==> src/rtl/layer3_window_reader.sv <==
// layer3_window_reader: walks every KxK stride-1 window of the layer-3 map and streams it out.
// Define LAYER3_COLUMN_REUSE_EN to reuse K-1 buffered columns between horizontally adjacent windows.
module layer3_window_reader #(
  parameter int DATA_W = 128,
  parameter int IMG_W = 14,
  parameter int K = 3
) (
  input  logic                  clk,
  input  logic                  rst,
  input  logic                  start,
  output logic                  busy,
  output logic                  done,
  output logic                  l3_rd_en,
  output logic [15:0]           l3_rd_row,
  output logic [15:0]           l3_rd_col,
  input  logic [DATA_W-1:0]     l3_rdata,
  output logic                  win_valid,
  input  logic                  win_ready,
  output logic [K*K*DATA_W-1:0] win_data,
  output logic [15:0]           win_row,
  output logic [15:0]           win_col,
  output logic                  win_last
);
  typedef enum logic [1:0] {IDLE, FETCH, EMIT, DONE} state_t;
`ifdef LAYER3_COLUMN_REUSE_EN
  localparam bit REUSE = 1'b1;
`else
  localparam bit REUSE = 1'b0;
`endif
  localparam logic [15:0] KM1 = 16'(K - 1);
  localparam logic [15:0] LAST = 16'(IMG_W - K);
  state_t state, next_state;
  logic [15:0] fi, fj;
  logic [K*K-1:0][DATA_W-1:0] wb;
  logic last_win, fetch_end, hs, reuse_next;
  assign last_win = win_row == LAST && win_col == LAST;
  assign fetch_end = state == FETCH && fi == KM1 && fj == KM1;
  assign hs = state == EMIT && win_ready;
  assign reuse_next = REUSE && win_col != LAST;
  assign win_data = wb;
  always_ff @(posedge clk or negedge rst)
    if (!rst) state <= IDLE;
    else state <= next_state;
  always_comb begin
    next_state = state;
    unique case (state)
      IDLE:  next_state = start ? FETCH : IDLE;
      FETCH: next_state = fetch_end ? EMIT : FETCH;
      EMIT:  next_state = hs ? (last_win ? DONE : FETCH) : EMIT;
      DONE:  next_state = IDLE;
    endcase
    l3_rd_en = state == FETCH;
    l3_rd_row = l3_rd_en ? win_row + fi : '0;
    l3_rd_col = l3_rd_en ? win_col + fj : '0;
    win_valid = state == EMIT;
    win_last = win_valid && last_win;
    busy = state == FETCH || state == EMIT;
    done = state == DONE;
  end
  always_ff @(posedge clk or negedge rst) begin
    if (!rst) begin
      fi <= '0;
      fj <= '0;
      win_row <= '0;
      win_col <= '0;
      wb <= '0;
    end else begin
      if (state == IDLE && start) begin
        fi <= '0;
        fj <= '0;
        win_row <= '0;
        win_col <= '0;
      end
      if (state == FETCH) begin
        for (int i = 0; i < K; i++)
          for (int j = 0; j < K; j++)
            if (fi == 16'(i) && fj == 16'(j)) wb[i*K+j] <= l3_rdata;
        // in reuse mode only the rightmost column is refetched for windows with col > 0
        fj <= fj == KM1 ? ((REUSE && win_col != 0) ? KM1 : '0) : fj + 16'd1;
        fi <= fj == KM1 ? fi + 16'd1 : fi;
      end
      if (hs && !last_win) begin
        win_col <= win_col == LAST ? '0 : win_col + 16'd1;
        win_row <= win_col == LAST ? win_row + 16'd1 : win_row;
        fi <= '0;
        fj <= reuse_next ? KM1 : '0;
        if (reuse_next)
          for (int i = 0; i < K; i++)
            for (int j = 0; j < K - 1; j++)
              wb[i*K+j] <= wb[i*K+j+1];
      end
    end
  end
endmodule

==> config.mk <==
export PLATFORM = sky130hd
export DESIGN_NAME = layer3_window_reader
export DESIGN_NICKNAME = d
export VERILOG_FILES = /design/src/rtl/layer3_window_reader.sv
export SDC_FILE = /design/constraint.sdc
export NUM_CORES = 1
export LEC_CHECK = 0
export CAP_MARGIN = 20
export CORE_AREA = 2 2 526 528
export CTS_BUF_LIST = sky130_fd_sc_hd__clkbuf_8
export CTS_CLUSTER_SIZE = 25
export DETAILED_ROUTE_END_ITERATION = 10
export DIE_AREA = 0 0 528 530
export RECOVER_POWER = 25
export SETUP_SLACK_MARGIN = 0.4
export SLEW_MARGIN = 0
export SYNTH_ARGS = -nofsm -noshare
export SYNTH_HDL_FRONTEND = slang
export SYNTH_SLANG_ARGS = --single-unit
==> constraint.sdc <==
create_clock -name clk -period 6.1 [get_ports clk]
set_clock_uncertainty 0.15 [all_clocks]
set_input_delay 0.61 -clock clk [delete_from_list [all_inputs] [get_ports clk]]
set_output_delay 0.61 -clock clk [all_outputs]
set_load 0.02 [all_outputs]
# Word-level counts from Yosys, hierarchy flattened
# Cells that the tools add are included.
# word_totals
reg_bits	1218
inputBits	132
output_inout_bits	1221
# op_classes
addsub	6
eq_ne	11
muxes	18
n_reduce_logical	34
# op_table
cell	count
16-bit 2-to-1 mux	13
16-bit by 1-bit adder with 16-bit output (second input constant)	4
16-bit adder	2
16-bit by 1-bit == test with 1-bit output (second input constant)	2
16-bit by 2-bit == test with 1-bit output (second input constant)	2
16-bit by 4-bit == test with 1-bit output (second input constant)	2
16-bit zero test	2
2-bit AND reduction	11
1-bit logical AND	16
2-bit one-hot mux with 4 select lines	1
2-bit 2-to-1 mux	3
2-bit == test (second input constant)	2
3-bit by 1-bit inequality test with 1-bit output (second input constant)	1
3-bit nonzero test	1
2-bit by 1-bit == test with 1-bit output (second input constant)	1
2-bit zero test	1
2-bit inequality test (second input constant)	1
2-bit nonzero test	1
1-bit zero test	1
1-bit logical OR	1
1-bit 2-to-1 mux	1

# Longest topological paths before layout
# Gate-level depths: netlist of the first run.
# depth
ltp_word	6
mapped_depth	10

# Least setup slack after synthesis of the first run
# No wires, ideal clock.
# synth_path
path_kind	flip-flop to output port
from	register win_col[0]
to	output port l3_rd_col[14]
arrival_ns	2.585
t_required_ns	5.340
slack_ns	2.755
stages_incl_launch_ff	11
path_buffers	0
path_cell_list	dfrtp_1 ha_1 inv_1 fa_1 nor2b_1 o31ai_1 a21oi_1 o2111ai_1 nand4b_1 a311oi_1 mux2i_1
# synth_between
elab_chain_cells	2
# synth_rtl
item	line_no	text
start: declaration	21	output logic [15:0] win_col,
start signal: assignment	83	win_col <= win_col == LAST ? '0 : win_col + 16'd1;
16-bit adder	54	l3_rd_col = l3_rd_en ? win_col + fj : '0;
16-bit 2-to-1 mux	54	
end: declaration	15	output logic [15:0] l3_rd_col,
# Every way passes these cells.

# Final worst setup path of the first run
# Ends and elaborated chain as after synthesis.

==> metrics.md, run 1 <==
| Metric | Value |
|---|---|
| Fraction of the cycle the final worst path needs | 0.8113 |
| Number of vias in the routed layout | 33420 |
| Number of buffers added on ports | roughly 1400 |
| Met1 wire length | 74780 microns |
| Detailed router's first-iteration violation count | approximately 1700 |
| Netlist Area Pre-Place | roughly 48000 sq um |
| Global Route Usage Sum | 0.1292 |
| Boundary pin count | 1353 |
| Met3 wire length | 19370 microns |
| Critical path data required time | 5.34 ns |
| Worst hold path stage count | 2 |
| Root Buffer Master | clkbuf_8 |
| Top cell types by occurrence after synthesis | dfrtp_1, mux2_2, buf_4, o21ai_0, nand2_1 |
| Overall routed net length | between 150000 and 200000 microns |
| Number of sinks driven by the clock tree | 1218 |
| Maximum capacitance violations | 1 |
| Number of global-route vias before repair | 34160 |
| GR Overflow Total | 0 |
| Final Non-Filler Cells | 8390 |
| Area of the core | between 200000 and 300000 sq um |
| Highest metal layer with signal wires | met5 |
| Met2 layer wire length in the routed design | 89070 microns |
| Pwr Density | 574.3 nW/um^2 |
| Number of nets in the finished design | 4780 |
| Multi-input gate area | 16500 sq um |
| R2R setup slack | 1.95 ns |
| Number of antenna violations at the first check in global routing | 31 |
| Final setup violation count | 0 |
| Distinct cell type count of the synthesized netlist | between 50 and 60 |
| RSZ-0062 raised after global routing | no |
| Maximum clock frequency | 202.1 MHz |
| Number of search-and-repair iterations in the first detailed-routing pass | 5 |
| Tightest Pin Transition | 3.766 ns |
| Layout cells sized above 1 | 0.3263 |
| Pin count of the biggest net entering global routing | between 150 and 200 |
| Average wire length per cell after detail routing | 22.68 microns |
| Post-placement cell count | 7979 |
| Die Span Y | around 530 microns |
| Crit path setup slack, layout | 1.151 ns |
| Filler instances | ~28000 |
| Number of design rule violations left after detail routing | 0 |
| Count of final max-slew check failures | 107 |
| Clock buffer count from CTS | 225 |
| Residual antenna-violating net count after detailed routing | 0 |
| Leak pwr | 29.67 nW |
| Warnings from Yosys | 0 |
| Dominant synthesized flop cell | dfrtp_1 |
| Die ar. | 279800 sq um |
| Share of flip-flops with an asynchronous set or reset | 1.000 |
| Sort of element at the end of the critical path | output pin |
| Number of standard-cell rows in the floorplan | between 150 and 200 |
| Category of the most critical setup path | register to output pin |
| Global placement routability congestion | 0.8234 |
| Clock tree from TritonCTS | yes |
| Maximum resistive drop on vdd | 0.3213 mV |
| Horizontal extent of the die | between 500 and 600 microns |
| Critical path peak fanout | 7 |
| Reg clk slew, reported paths | 0.06 ns |
| Worst-case hold path end point | win_data[1071]$_DFFE_PN0P_ |
| Violations in the final reports | max-capacitance violations, max-slew violations |
| Flip-flop and latch count after synthesis | roughly 1200 |
| Avg Synthesized Cell Area | approximately 15 sq um |
| Result of the run | complete, but fails checks |
| Number of enable flip-flop cells after synthesis | 0 |
| Hold/Removal Path Class | input port to register |
| Cell type contributing the most total cell area after synthesis | dfrtp_1 |
| Vias per cell | 3.984 |
| Top-count cell post-synth | dfrtp_1 |
| Fraction of the yosys area taken by sequential cells | 0.6356 |
| Final count of hold timing violations | 0 |
| Hold Path Origin | l3_rdata[47] |
| Top cells by area, synth | dfrtp_1, mux2_2, buf_4 |
| Area added between synthesis and finish | 47.30% |
| Area share of the largest cell type after synthesis | 0.6356 |
| Worst EP arrival | 4.19 ns |
| Longest Clk Path Bufs | 4 |
| Synthesized instance count | between 3000 and 4000 |
| Dpl ws | between 2 and 2.5 ns |
| Number of H-tree levels | 4 |
| Worst-Skew Late Latency | 0.95 ns |
| Shortest clock period the worst path allows after layout | 4.949 ns |
| Sequential cell area in the final layout | ~30000 sq um |
| Detail Placement HPWL | 135400 microns |
| Synthesized Nets | 3288 |
| Final sum of negative setup slack | 0 ns |
| Initial standard-cell utilization of the core | 0.1745 |
| Max_slew headroom | -1.511 |
| Global-route wire length before repair | between 200000 and 300000 microns |
| FF-to-FF End | fi[12]$_DFFE_PN0P_ |
| Origin of the critical flop-to-flop path | win_col[0]$_DFFE_PN0P_ |
| Startpoint class of the critical path | register |
| R2r worst-path depth | 8 |
==> final cells by class <==
cell class                 instances  share of cell area
tap                             3607             0.06389
timing repair buffer            1411              0.2015
sequential                      1218              0.4315
clock buffer                     290             0.05651
inverter                          23            0.001222
multi-input combinational       1722              0.2336
antenna                           12           0.0004251
clock inverter                   107             0.01134
==> cell usage in the layout (no fill, tap or decap), types with 10 or more instances in the layout <==
master	synthesis	layout
clkdlybuf4s50_1	0	1348
dfrtp_1	1218	1218
mux2_2	1143	1143
clkbuf_8	0	290
o21ai_0	94	94
nand2_1	91	91
inv_1	23	77
nor2_1	74	66
ha_1	45	45
nand3_1	29	29
buf_4	96	26
a21oi_1	24	24
clkinv_2	0	22
buf_12	0	22
nor3_1	20	20
xor2_1	18	18
o31ai_1	16	16
and3_1	15	15
nor4_1	14	14
nand4_1	14	14
diode_2	0	12
and2_1	12	12
nand2b_1	12	12
nor2b_1	12	12
xnor2_1	10	10
==> critical path: stages, from the launching register on <==
cell and delay (ns):
dfrtp_1 0.45, ha_1 0.25, inv_1 0.07, fa_1 0.18
nor2b_1 0.07, o31ai_1 0.38, a21oi_1 0.18, o2111ai_1 0.21
nand4b_1 0.22, a311oi_1 0.37, mux2i_1 0.21, clkdlybuf4s50_1 0.65
==> registers in the layout, indices dropped and copies added, names as in the netlist <==
name      count
fi           16
fj           16
state         2
win_col      16
win_data   1152
win_row      16
==> logic make-up after synthesis <==
family                   count (synthesis)  synth area share
flip-flops                            1218            0.6356
AO/OA/AOI/OAI                          178           0.02189
XOR/XNOR                                28          0.005114
AND/OR/NAND/NOR                        313           0.03191
buffers and inverters                  169           0.02150
adder cells (fa/ha/maj)                 47           0.01258
multiplexers                          1156            0.2714
==> how the worst max path moves through the flow <==
stage                           start                         to  slack, ns  depth (start not counted)
5_1_grt                           rst  win_data[571]$_DFFE_PN0P_       0.51                          4
3_5_place_dp   win_col[0]$_DFFE_PN0P_          fi[2]$_DFFE_PN0P_       2.03                          8
3_3_place_gp        fj[0]$_DFFE_PN0P_              l3_rd_col[14]       2.16                         11
6_report       win_col[0]$_DFFE_PN0P_              l3_rd_col[14]       1.15                         11
4_1_cts        win_col[0]$_DFFE_PN0P_              l3_rd_col[14]       1.03                         11
2_1_floorplan  win_col[0]$_DFFE_PN0P_              l3_rd_col[14]       2.75                         10
==> per-stage QoR <==
| stage | utilization | hold slack [ns] | power (mW) | instance area (sq um) |
|---|---|---|---|---|
| after detailed placement | 0.2396 | 0.3306 | 32.50 | 65840 |
| after global routing | 0.2570 | 0.1171 | 42.56 | 70620 |
| after floorplan | - | 0.1644 | 22.40 | 47950 |
| after CTS | 0.2571 | 0.05474 | 41.11 | 70650 |
| final | 0.2570 | 0.1936 | 40.57 | 70630 |
| after global placement | 0.2395 | 0.3228 | 32.20 | 65810 |
==> routing by layer <==
metal,global-route usage,vias up
li1,-,14130
met1,0.1534,17450
met2,0.2095,1545
met3,0.05101,293
met4,0.04834,2
met5,0,-
==> where the power goes <==
| part | switching (mW) | internal (mW) |
|---|---|---|
| registers | 1.89 | 11.7 |
| logic | 9.42 | 9.26 |
| clock network | 3.70 | 4.62 |
| total | 15.0 | 25.6 |
==> timing repair <==
item                                   4_1_cts  5_1_grt
hold buffers                                 2        0
gates resized for setup                      0        0
buffers inserted                             0        0
endpoints found under the hold margin      106        0
Power figures use the tool's default switching activity.
==> inputs of run 2 (changes only) <==
--- a/config.mk
+++ b/config.mk
@@ -6,11 +6,11 @@
 export NUM_CORES = 1
 export LEC_CHECK = 0
 export CAP_MARGIN = 20
-export CORE_AREA = 2 2 526 528
+export CORE_AREA = 2 2 531 533
 export CTS_BUF_LIST = sky130_fd_sc_hd__clkbuf_8
 export CTS_CLUSTER_SIZE = 25
 export DETAILED_ROUTE_END_ITERATION = 10
-export DIE_AREA = 0 0 528 530
+export DIE_AREA = 0 0 533 535
 export RECOVER_POWER = 25
 export SETUP_SLACK_MARGIN = 0.4
 export SLEW_MARGIN = 0
==> constraint.sdc (replaced) <==
create_clock -name clk -period 4.9 [get_ports clk]
set_clock_uncertainty 0.15 [all_clocks]
set_input_delay 0.49 -clock clk [delete_from_list [all_inputs] [get_ports clk]]
set_output_delay 0.49 -clock clk [all_outputs]
set_load 0.02 [all_outputs]
==> run 2 against run 1 <==
Effect of this change:
- the flow still finishes with violations (max-capacitance violations, max-slew violations)
- sequential share of layout area about the same
- first-iteration DRC count up 7.2%
- via count up 0.48%
- critical endpoint unchanged
- global-route usage up 0.12 points
- register-to-register slack worse by 0.56 ns
- cell count up 1.6%
- total power up 24%
- die area up 1.9%
==> metrics.md, run 2 (synthesized netlist as in run 1, its figures left out) <==
| Metric | Value |
|---|---|
| Pwr Total | 50.12 mW |
| Critical path peak fanout | 6 |
| Residual antenna-violating net count after detailed routing | 0 |
| Internal power consumption | ~31 mW |
| Part of the power in registers | 0.337 |
| Worst-Skew Late Latency | ~0.96 ns |
| Number of sinks driven by the clock tree | ~1200 |
| Longest Clk Path Bufs | 4 |
| Most common cell after layout, fill and taps aside | clkdlybuf4s50_1 |
| Pin count of the biggest net entering global routing | 148 |
| Maximum resistive drop on vdd | 0.3845 mV |
| Most used cells in the layout excluding fill and tap cells | clkdlybuf4s50_1, dfrtp_1, mux2_2 |
| Average wire length per cell after detail routing | 22.75 microns |
| RSZ-0062 raised after global routing | yes |
| Die ar. | about 290000 sq um |
| CP Cell Sequence | ha_1, nor2b_2, o31ai_4, a21oi_2, o2111ai_1, nand4b_1, buf_4, a311oi_2, mux2i_1, clkbuf_2 |
| Count of final max-slew check failures | about 730 |
| Violations in the final reports | max-capacitance violations, max-slew violations |
| Global placement routability congestion | 0.8338 |
| Cell family with the largest share of critical-path delay | compound AO/OA/AOI/OAI gates |
| Number of standard-cell rows in the floorplan | 194 |
| Grt met3 use | 0.04672 |
| Area added between synthesis and finish | 47.47% |
| Met2 layer usage reported by global route | 0.2104 |
| Horizontal extent of the die | between 500 and 600 microns |
| Shortest clock period the worst path allows after layout | ~4.3 ns |
| Global Route Usage Sum | 0.1304 |
| Area of the core | 278900 sq um |
| Critical path data required time | 4.26 ns |
| Die Span Y | roughly 540 microns |
| Clk network pwr share | 0.197 |
| Number of vias in the routed layout | 33590 |
| Post-Place Cell Area | 66160 sq um |
| Slowest library cell on the worst path | dfrtp_1 |
| Sort of element at the end of the critical path | output pin |
| Global-route wire length before repair | 271600 microns |
| Fraction of the cycle the final worst path needs | 0.8836 |
| GR Overflow Total | 0 |
| Maximum capacitance violations | 11 |
| Category of the most critical setup path | register to output pin |
| Leak pwr | 29.78 nW |
| Switching power share of the total | 0.3731 |
| Filler instances | between 20000 and 30000 |
| Worst EP arrival | 3.69 ns |
| Vias per cell | 3.941 |
| Result of the run | complete, but fails checks |
| Initial standard-cell utilization of the core | 0.1719 |
| Startpoint class of the critical path | register |
| Number of buffers added on ports | ~1400 |
| Number of antenna violations at the first check in global routing | 39 |
| Combinational power share | 0.466 |
| Number of nets in the finished design | about 4800 |
| Detailed router's first-iteration violation count | 1839 |
| Hold/Removal Path Class | input port to register |
| Clock buffer count from CTS | 221 |
| Number of global-route vias before repair | approximately 35000 |
| Detail Placement HPWL | 138900 microns |
| Number of search-and-repair iterations in the first detailed-routing pass | 5 |
| Max FFs per register | 1152 |
| CP bufs+invs | 2 |
| Tightest Pin Transition | 1.984 ns |
| Layout cells sized above 1 | 0.3275 |
| Final sum of negative setup slack | 0 ns |
| Number of H-tree levels | 4 |
| Global-route layer with the greatest usage | met2 |
| Final design instance area without fill | 70710 sq um |
| Reg clk slew, reported paths | 0.06 ns |
| Number of design rule violations left after detail routing | 0 |
| Maximum clock frequency | ~230 MHz |
| Final count of hold timing violations | 0 |
| Max_slew headroom | -0.3226 |
| Met1 Track Usage GR | 0.1595 |
| Net switching power of the design | 18.70 mW |
| Boundary pin count | around 1400 |
| Crit path largest cell delay | 0.47 ns |
| Pwr Density | approximately 700 nW/um^2 |
| Overall routed net length | 193900 microns |
| Final setup violation count | 0 |
| Root Buffer Master | clkbuf_8 |
| Clock tree from TritonCTS | yes |
==> run 2: path summary, 6_finish.rpt <==
kind                                       startpoint                          to  slack (ns)  depth (start not counted)
setup / recovery                    fj[2]$_DFFE_PN0P_               l3_rd_col[14]        0.57                         10
hold / removal                           l3_rdata[52]  win_data[1076]$_DFFE_PN0P_        0.13                          2
setup reg to reg                   fi[12]$_DFFE_PN0P_   win_data[968]$_DFFE_PN0P_        1.39                          6
hold reg to reg            win_data[1062]$_DFFE_PN0P_  win_data[1062]$_DFFE_PN0P_        0.35                          1
max in group asynchronous                         rst   win_data[671]$_DFFE_PN0P_        0.79                          5
min in group asynchronous                         rst   win_data[246]$_DFFE_PN0P_        1.13                          3
==> run 2: final cells by class <==
type                            instances  area [sq um]  share of cell area
Clock buffer                          274          3771             0.05333
Multi-Input combinational cell       1722         16570              0.2344
Tap cell                             3724          4659             0.06589
Antenna cell                           16         40.04           0.0005662
Inverter                               23         86.33            0.001221
Sequential cell                      1218         30480              0.4311
Timing Repair Buffer                 1431         14360              0.2030
Clock inverter                        114         740.7             0.01048
==> run 2: through the flow <==
step / std cells / hold slack, ns / util / worst slack, ns
finish: 8522 / 0.1304 / 0.2535 / 0.5705
global route: 8511 / 0.02284 / 0.2534 / 0.2813
CTS: 8501 / 0.008951 / 0.2537 / 0.2499
detailed placement: 8107 / 0.3308 / 0.2372 / 0.9921
global placement: 8106 / 0.3237 / 0.2371 / 0.9838
floorplan: 3109 / 0.04441 / - / 1.675
==> run 2: power groups by stage <==
stage	clock network, mW	logic, mW	registers, mW
floorplan	0	5.58	22.3
global placement	0	23.4	16.8
detailed placement	0	23.5	17.0
CTS	10.3	23.6	16.9
global route	10.7	24.3	17.5
finish	9.88	23.3	16.9
==> run 2: metal layers <==
metal / vias to the layer above / wire, microns
li1: 14200 / -
met1: 17580 / 79540
met2: 1508 / 89860
met3: 299 / 17940
met4: 0 / 6519
met5: - / 0
==> run 2: what timing repair did <==
action,4_1_cts,5_1_grt
setup endpoints to repair,14,13
buffers inserted,2,5
resized for setup,27,26
hold buffers,4,0
pin swaps,1,5
hold endpoints to repair,683,0
==> inputs of run 3 (changes only) <==
--- a/config.mk
+++ b/config.mk
@@ -8,7 +8,6 @@
 export CAP_MARGIN = 20
 export CORE_AREA = 2 2 531 533
 export CTS_BUF_LIST = sky130_fd_sc_hd__clkbuf_8
-export CTS_CLUSTER_SIZE = 25
 export DETAILED_ROUTE_END_ITERATION = 10
 export DIE_AREA = 0 0 533 535
 export RECOVER_POWER = 25
==> results of run 3 <==
The final DEF is identical to that of run 2; final timing and power are the same.
